File: src/rtl/ram_arbiter_pkg.sv
// rtl/ram_arbiter_pkg.sv - shared types and constants for the data RAM arbiter
package ram_arbiter_pkg;

  // Widths of the captured request; the top's ADDR_WIDTH/DATA_WIDTH must match these.
  localparam int ARB_ADDR_WIDTH = 8;
  localparam int ARB_DATA_WIDTH = 8;

  localparam logic REQ_CPU = 1'b0;
  localparam logic REQ_DMA = 1'b1;

  typedef enum logic [1:0] {
    ARB_IDLE,
    ARB_ACCESS,
    ARB_WAIT,
    ARB_DONE
  } arb_state;

  typedef struct packed {
    logic                      we;
    logic [ARB_ADDR_WIDTH-1:0] address;
    logic [ARB_DATA_WIDTH-1:0] data;
  } arb_request;

  // The requester that is not `id`; used to hand the round-robin turn over.
  function automatic logic other_req(input logic id);
    return ~id;
  endfunction

endpackage

File: src/rtl/ram_arbiter_arb_select.sv
// rtl/ram_arbiter_arb_select.sv - round-robin pointer, bounded lock and winner selection
module arb_select
  import ram_arbiter_pkg::*;
#(
  parameter int FIXED_PRIORITY = 0,
  parameter int LOCK_MAX       = 4
) (
  input  logic clock,
  input  logic reset_s2,
  input  logic req0,
  input  logic req1,
  input  logic idle,
  input  logic taken,
  input  logic taken_id,
  input  logic taken_lock,
  output logic winner_valid,
  output logic winner_id
);

  logic       ptr;
  logic       lock_active;
  logic       lock_owner;
  logic [3:0] lock_count;
  logic       owner_req;
  logic       lock_extend;

  // Winner: an active lock whose owner is still asking beats everything else.
  always_comb begin
    owner_req    = lock_owner ? req1 : req0;
    winner_valid = req0 | req1;
    lock_extend  = taken_lock && ((5'(lock_count) + 5'd1) < 5'(LOCK_MAX));
    if (lock_active && owner_req) begin
      winner_id = lock_owner;
    end else if (req0 && req1) begin
      winner_id = (FIXED_PRIORITY != 0) ? REQ_CPU : ptr;
    end else begin
      winner_id = req1 ? REQ_DMA : REQ_CPU;
    end
  end

  // Pointer and lock bookkeeping: updated when a transaction completes, and the
  // lock is dropped in IDLE as soon as its owner stops asking.
  always_ff @(posedge clock or posedge reset_s2) begin
    if (reset_s2) begin
      ptr         <= REQ_CPU;
      lock_active <= 1'b0;
      lock_owner  <= REQ_CPU;
      lock_count  <= 4'd0;
    end else if (taken) begin
      ptr <= other_req(taken_id);
      if (lock_extend) begin
        lock_active <= 1'b1;
        lock_owner  <= taken_id;
        lock_count  <= lock_count + 4'd1;
      end else begin
        lock_active <= 1'b0;
        lock_count  <= 4'd0;
      end
    end else if (idle && lock_active && !owner_req) begin
      lock_active <= 1'b0;
      lock_count  <= 4'd0;
    end
  end

endmodule

File: src/rtl/ram_arbiter.sv
// rtl/ram_arbiter.sv - two-master single-port data RAM arbiter with req/ack handshake
module ram_arbiter
  import ram_arbiter_pkg::*;
#(
  parameter int ADDR_WIDTH     = 8,
  parameter int DATA_WIDTH     = 8,
  parameter int RD_LATENCY     = 1,
  parameter int FIXED_PRIORITY = 0,
  parameter int LOCK_MAX       = 4
) (
  input  logic                  clock,
  input  logic                  reset_s2,
  input  logic                  req0,
  input  logic                  req1,
  input  logic                  we0,
  input  logic                  we1,
  input  logic                  lock0,
  input  logic                  lock1,
  input  logic [ADDR_WIDTH-1:0] addr0,
  input  logic [ADDR_WIDTH-1:0] addr1,
  input  logic [DATA_WIDTH-1:0] wdata0,
  input  logic [DATA_WIDTH-1:0] wdata1,
  output logic                  ack0,
  output logic                  ack1,
  output logic [DATA_WIDTH-1:0] rdata0,
  output logic [DATA_WIDTH-1:0] rdata1,
  output logic [ADDR_WIDTH-1:0] mem_address,
  output logic [DATA_WIDTH-1:0] mem_data_in,
  output logic                  mem_write_enable,
  input  logic [DATA_WIDTH-1:0] mem_data_out,
  output logic                  busy,
  output logic                  grant_id
);

  localparam logic [2:0] WAIT_LAST = 3'(RD_LATENCY - 1);

  arb_state   state;
  arb_request cap;
  arb_request sel_req;
  logic       cap_lock;
  logic [2:0] wait_count;
  logic       winner_valid;
  logic       winner_id;
  logic       in_idle;
  logic       in_done;

  assign in_idle     = (state == ARB_IDLE);
  assign in_done     = (state == ARB_DONE);
  assign mem_address = ADDR_WIDTH'(cap.address);
  assign mem_data_in = DATA_WIDTH'(cap.data);

  arb_select #(
    .FIXED_PRIORITY (FIXED_PRIORITY),
    .LOCK_MAX       (LOCK_MAX)
  ) u_select (
    .clock        (clock),
    .reset_s2     (reset_s2),
    .req0         (req0),
    .req1         (req1),
    .idle         (in_idle),
    .taken        (in_done),
    .taken_id     (grant_id),
    .taken_lock   (cap_lock),
    .winner_valid (winner_valid),
    .winner_id    (winner_id)
  );

  // Request presented by the current winner, ready to be captured on grant.
  always_comb begin
    sel_req.we      = winner_id ? we1 : we0;
    sel_req.address = ARB_ADDR_WIDTH'(winner_id ? addr1 : addr0);
    sel_req.data    = ARB_DATA_WIDTH'(winner_id ? wdata1 : wdata0);
  end

  // Transaction FSM; the captured request drives the RAM pins directly so the
  // address is on the bus in the first ACCESS cycle.
  always_ff @(posedge clock or posedge reset_s2) begin
    if (reset_s2) begin
      state            <= ARB_IDLE;
      cap              <= '0;
      cap_lock         <= 1'b0;
      wait_count       <= 3'd0;
      ack0             <= 1'b0;
      ack1             <= 1'b0;
      rdata0           <= '0;
      rdata1           <= '0;
      mem_write_enable <= 1'b0;
      busy             <= 1'b0;
      grant_id         <= REQ_CPU;
    end else begin
      case (state)
        ARB_IDLE: begin
          if (winner_valid) begin
            cap              <= sel_req;
            cap_lock         <= winner_id ? lock1 : lock0;
            grant_id         <= winner_id;
            mem_write_enable <= sel_req.we;
            busy             <= 1'b1;
            state            <= ARB_ACCESS;
          end
        end
        ARB_ACCESS: begin
          mem_write_enable <= 1'b0;
          wait_count       <= 3'd0;
          if (cap.we) begin
            ack0  <= (grant_id == REQ_CPU);
            ack1  <= (grant_id == REQ_DMA);
            state <= ARB_DONE;
          end else begin
            state <= ARB_WAIT;
          end
        end
        ARB_WAIT: begin
          if (wait_count == WAIT_LAST) begin
            if (grant_id == REQ_DMA) begin
              rdata1 <= mem_data_out;
              ack1   <= 1'b1;
            end else begin
              rdata0 <= mem_data_out;
              ack0   <= 1'b1;
            end
            state <= ARB_DONE;
          end else begin
            wait_count <= wait_count + 3'd1;
          end
        end
        ARB_DONE: begin
          ack0             <= 1'b0;
          ack1             <= 1'b0;
          mem_write_enable <= 1'b0;
          busy             <= 1'b0;
          state            <= ARB_IDLE;
        end
        default: state <= ARB_IDLE;
      endcase
    end
  end

endmodule

File: config.mk
export PLATFORM = sky130hd
export DESIGN_NAME = ram_arbiter
export DESIGN_NICKNAME = d
export VERILOG_FILES = /design/src/rtl/ram_arbiter_pkg.sv /design/src/rtl/ram_arbiter_arb_select.sv /design/src/rtl/ram_arbiter.sv
export SDC_FILE = /design/constraint.sdc
export NUM_CORES = 1
export LEC_CHECK = 0
export ABC_AREA = 1
export ABC_CLOCK_PERIOD_IN_PS = 3400
export CAP_MARGIN = 40
export CORE_MARGIN = 4
export CORE_UTILIZATION = 40
export DETAILED_ROUTE_END_ITERATION = 10
export PLACE_DENSITY_LB_ADDON = 0.2
export RECOVER_POWER = 100
export SLEW_MARGIN = 10
export SYNTH_ARGS = -nofsm -noshare
export SYNTH_HDL_FRONTEND = slang
export SYNTH_SLANG_ARGS = --single-unit
File: constraint.sdc
create_clock -name clock -period 3.4 [get_ports clock]
set_input_delay 0.34 -clock clock [delete_from_list [all_inputs] [get_ports clock]]
set_output_delay 0.34 -clock clock [all_outputs]
set_load 0.01 [all_outputs]
==> impl_metrics.tcl <==
set metrics [dict create \
    status "complete, no violations" \
    cts_tree "done" \
    clock_skew_ns 0.00634 \
    cts_buffers 5 \
    drv_slew 0 \
    wl_met2_um 2530 \
    routed_wl_um 5750 \
    rsz0062_at_grt "no" \
    gp_congestion 0.758 \
    crit_required_ns 3.59 \
    fillers 571 \
    rows 28 \
    ir_drop_uv 375 \
    synth_area_um2 2560 \
    fin_crit_ns 2.28 \
    drtIter0Drc 93 \
    via_count 2174 \
    post_cts_buffers 0 \
    io_buffers 84 \
    dp_hpwl_um 4210 \
    grt_max_degree 37 \
    fin_setup_tns_ns 0 \
    cts_sinks 51 \
    fin_nets 443 \
    clkTransAtPathRegs_ns 0.09 \
    top_layer "met4" \
    vias_per_cell 4.69 \
    cts_buffer_depth 2 \
    timing.critical_path.buf_inv 3 \
    cts_resized 0 \
    core_um2 6060 \
    diodes 0 \
    syn_inst 320 \
    routedWlPerCell_um 12.4 \
    mostFrequentLayoutCells "nand2_1, dfrtp_1, inv_1" \
    met3_length_um 509 \
    setup_viol 0 \
    fin_util_pct 57.0 \
    grt_pass1_vias 2031 \
    critical_path.top_delay_family "buffers and inverters" \
    initial_core_util_pct 42.3 \
    yosys_warnings 0 \
    finalCritPeriodShare_pct 67.1 \
    final_common_cell "nand2_1" \
    timing_worst_setup_path_type "reg -> reg" \
    synth-seq-area-share_pct 49.8 \
    cap_viol_max_count 0 \
    hold_violations 0 \
    path_common_cell "inv_1" \
    wl_met1_um 2650 \
    cp_max_fo 24 \
    grt_usage_pct 15.1 \
    max_stage_delay_ns 0.50 \
    fmax_mhz 438 \
    tightest_slew_ns 0.894 \
    cts_root_buf "clkbuf_8" \
    drc_errors 0 \
    cts_hold_buf 0 \
    synth_seq_cells 51 \
    area_growth_pct 34.7 \
    end_kind "flop" \
    overflow 0 \
    start_kind "flop" \
    drtPass1Iterations 4 \
    hp-class "reg -> reg" \
    r2r_slack_ns 1.12 \
    syn-num-nets 375 \
    register_area_um2 1280 \
    dieHeight_um 88.1 \
    antenna_found_initial 0 \
    power.leakage_nw 1.70 \
    drive_gt1_share_pct 3.34 \
    ios 85 \
    ant_nets 0 \
    slew_headroom_pct 40.3 \
    avgSynthCellArea_um2 8.01 \
    clkLatencyLatePin_ns 0.30 \
    h-tree-depth 2 \
    die_area_um2 7750 \
    multi_input_area_um2 916 \
    die_x_um 88.1 \
    power.density_nw_per_um2 784 \
    slowest_stage "a21oi_4" \
    grt_pass1_wl_um 9320 \
    synth.distinct_cells 21 \
    path_cells "inv_1 > ha_1 > inv_1 > a21oi_4 > inv_1 > o211ai_1 > nand2_1" \
    crit_arrival_ns 2.47 \
]
## final cells by class
cell class / count / share of cell area [%]
clock inverter: 2 / 1.01
timing repair buffer: 85 / 24.9
sequential: 51 / 37.0
inverter: 50 / 5.44
tap: 75 / 2.72
clock buffer: 6 / 2.39
multi-input combinational: 195 / 26.5
## stage by stage
step / hold WS [ns] / power, mW / worst slack [ns] / cells / cell area, um2
2_1_floorplan: 0.453 / 1.91 / 1.83 / 320 / 2560
3_3_place_gp: 0.465 / 2.37 / 1.25 / 455 / 3310
3_5_place_dp: 0.472 / 2.40 / 1.23 / 456 / 3330
4_1_cts: 0.386 / 2.86 / 1.28 / 464 / 3450
5_1_grt: 0.503 / 2.95 / 0.844 / 464 / 3450
6_report: 0.483 / 2.71 / 1.12 / 464 / 3450
## cell families after synthesis
kind of cell	synth area share [%]
AOI/OAI and AO/OA	11.7
adders and majority gates	3.42
buffers and inverters	14.5
DFF	49.8
and+or+nand+nor	20.6
## per-layer routing
| layer | up-vias | track usage, % |
|---|---|---|
| met5 | - | 0 |
| met4 | 0 | 3.71 |
| met2 | 68 | 23.5 |
| li1 | 1109 | - |
| met1 | 991 | 20.4 |
| met3 | 6 | 4.89 |
## registers in the layout, summed over array words and instances, names as in the netlist, 2 cells and up
signal               flops
u_select.lock_count      4
rdata1                   8
mem_data_in              8
wait_count               3
mem_address              8
rdata0                   8
state                    2
## report_power, final
| part | total, mW | switching, mW | internal, mW | leakage [nW] |
|---|---|---|---|---|
| registers | 1.03 | 0.154 | 0.879 | 0.636 |
| clock network | 0.436 | 0.198 | 0.238 | 0.0612 |
| logic | 1.24 | 0.671 | 0.567 | 1.01 |
| total | 2.71 | 1.02 | 1.68 | 1.70 |
## Yosys cell counts
cell type,instances,area (um2)
a21oi_1,6,30.0
a21oi_4,1,16.3
buf_4,19,143
buf_6,3,33.8
clkbuf_1,2,7.51
dfrtp_1,51,1280
ha_1,7,87.6
inv_1,49,184
inv_2,1,3.75
nand2_1,90,338
nand2_2,2,12.5
nand3_1,10,50.1
nand3_2,1,10.0
nand3b_1,1,7.51
nand4_1,2,12.5
nor2_1,26,97.6
o211ai_1,2,15.0
o21ai_0,27,135
o21ai_1,18,90.1
o21bai_1,1,7.51
o22ai_1,1,6.26
## worst paths after layout
kind	startpoint	endpoint	cells past startpoint
max	state[1]$_DFFE_PP0P_	mem_write_enable$_DFFE_PP0P_	7
min	rdata0[5]$_DFFE_PP0P_	rdata0[5]$_DFFE_PP0P_	2
max reg2reg	state[1]$_DFFE_PP0P_	mem_write_enable$_DFFE_PP0P_	7
min reg2reg	rdata0[5]$_DFFE_PP0P_	rdata0[5]$_DFFE_PP0P_	2
max in group asynchronous	reset_s2	cap_lock$_DFFE_PP0P_	3
min in group asynchronous	reset_s2	mem_data_in[5]$_DFFE_PP0P_	2
## worst min-delay path, stage by stage, from the launching register on
cell     delay, ns
dfrtp_1       0.35
nand2_1       0.05
o21ai_0       0.06
(Power assumes the default switching activity.)
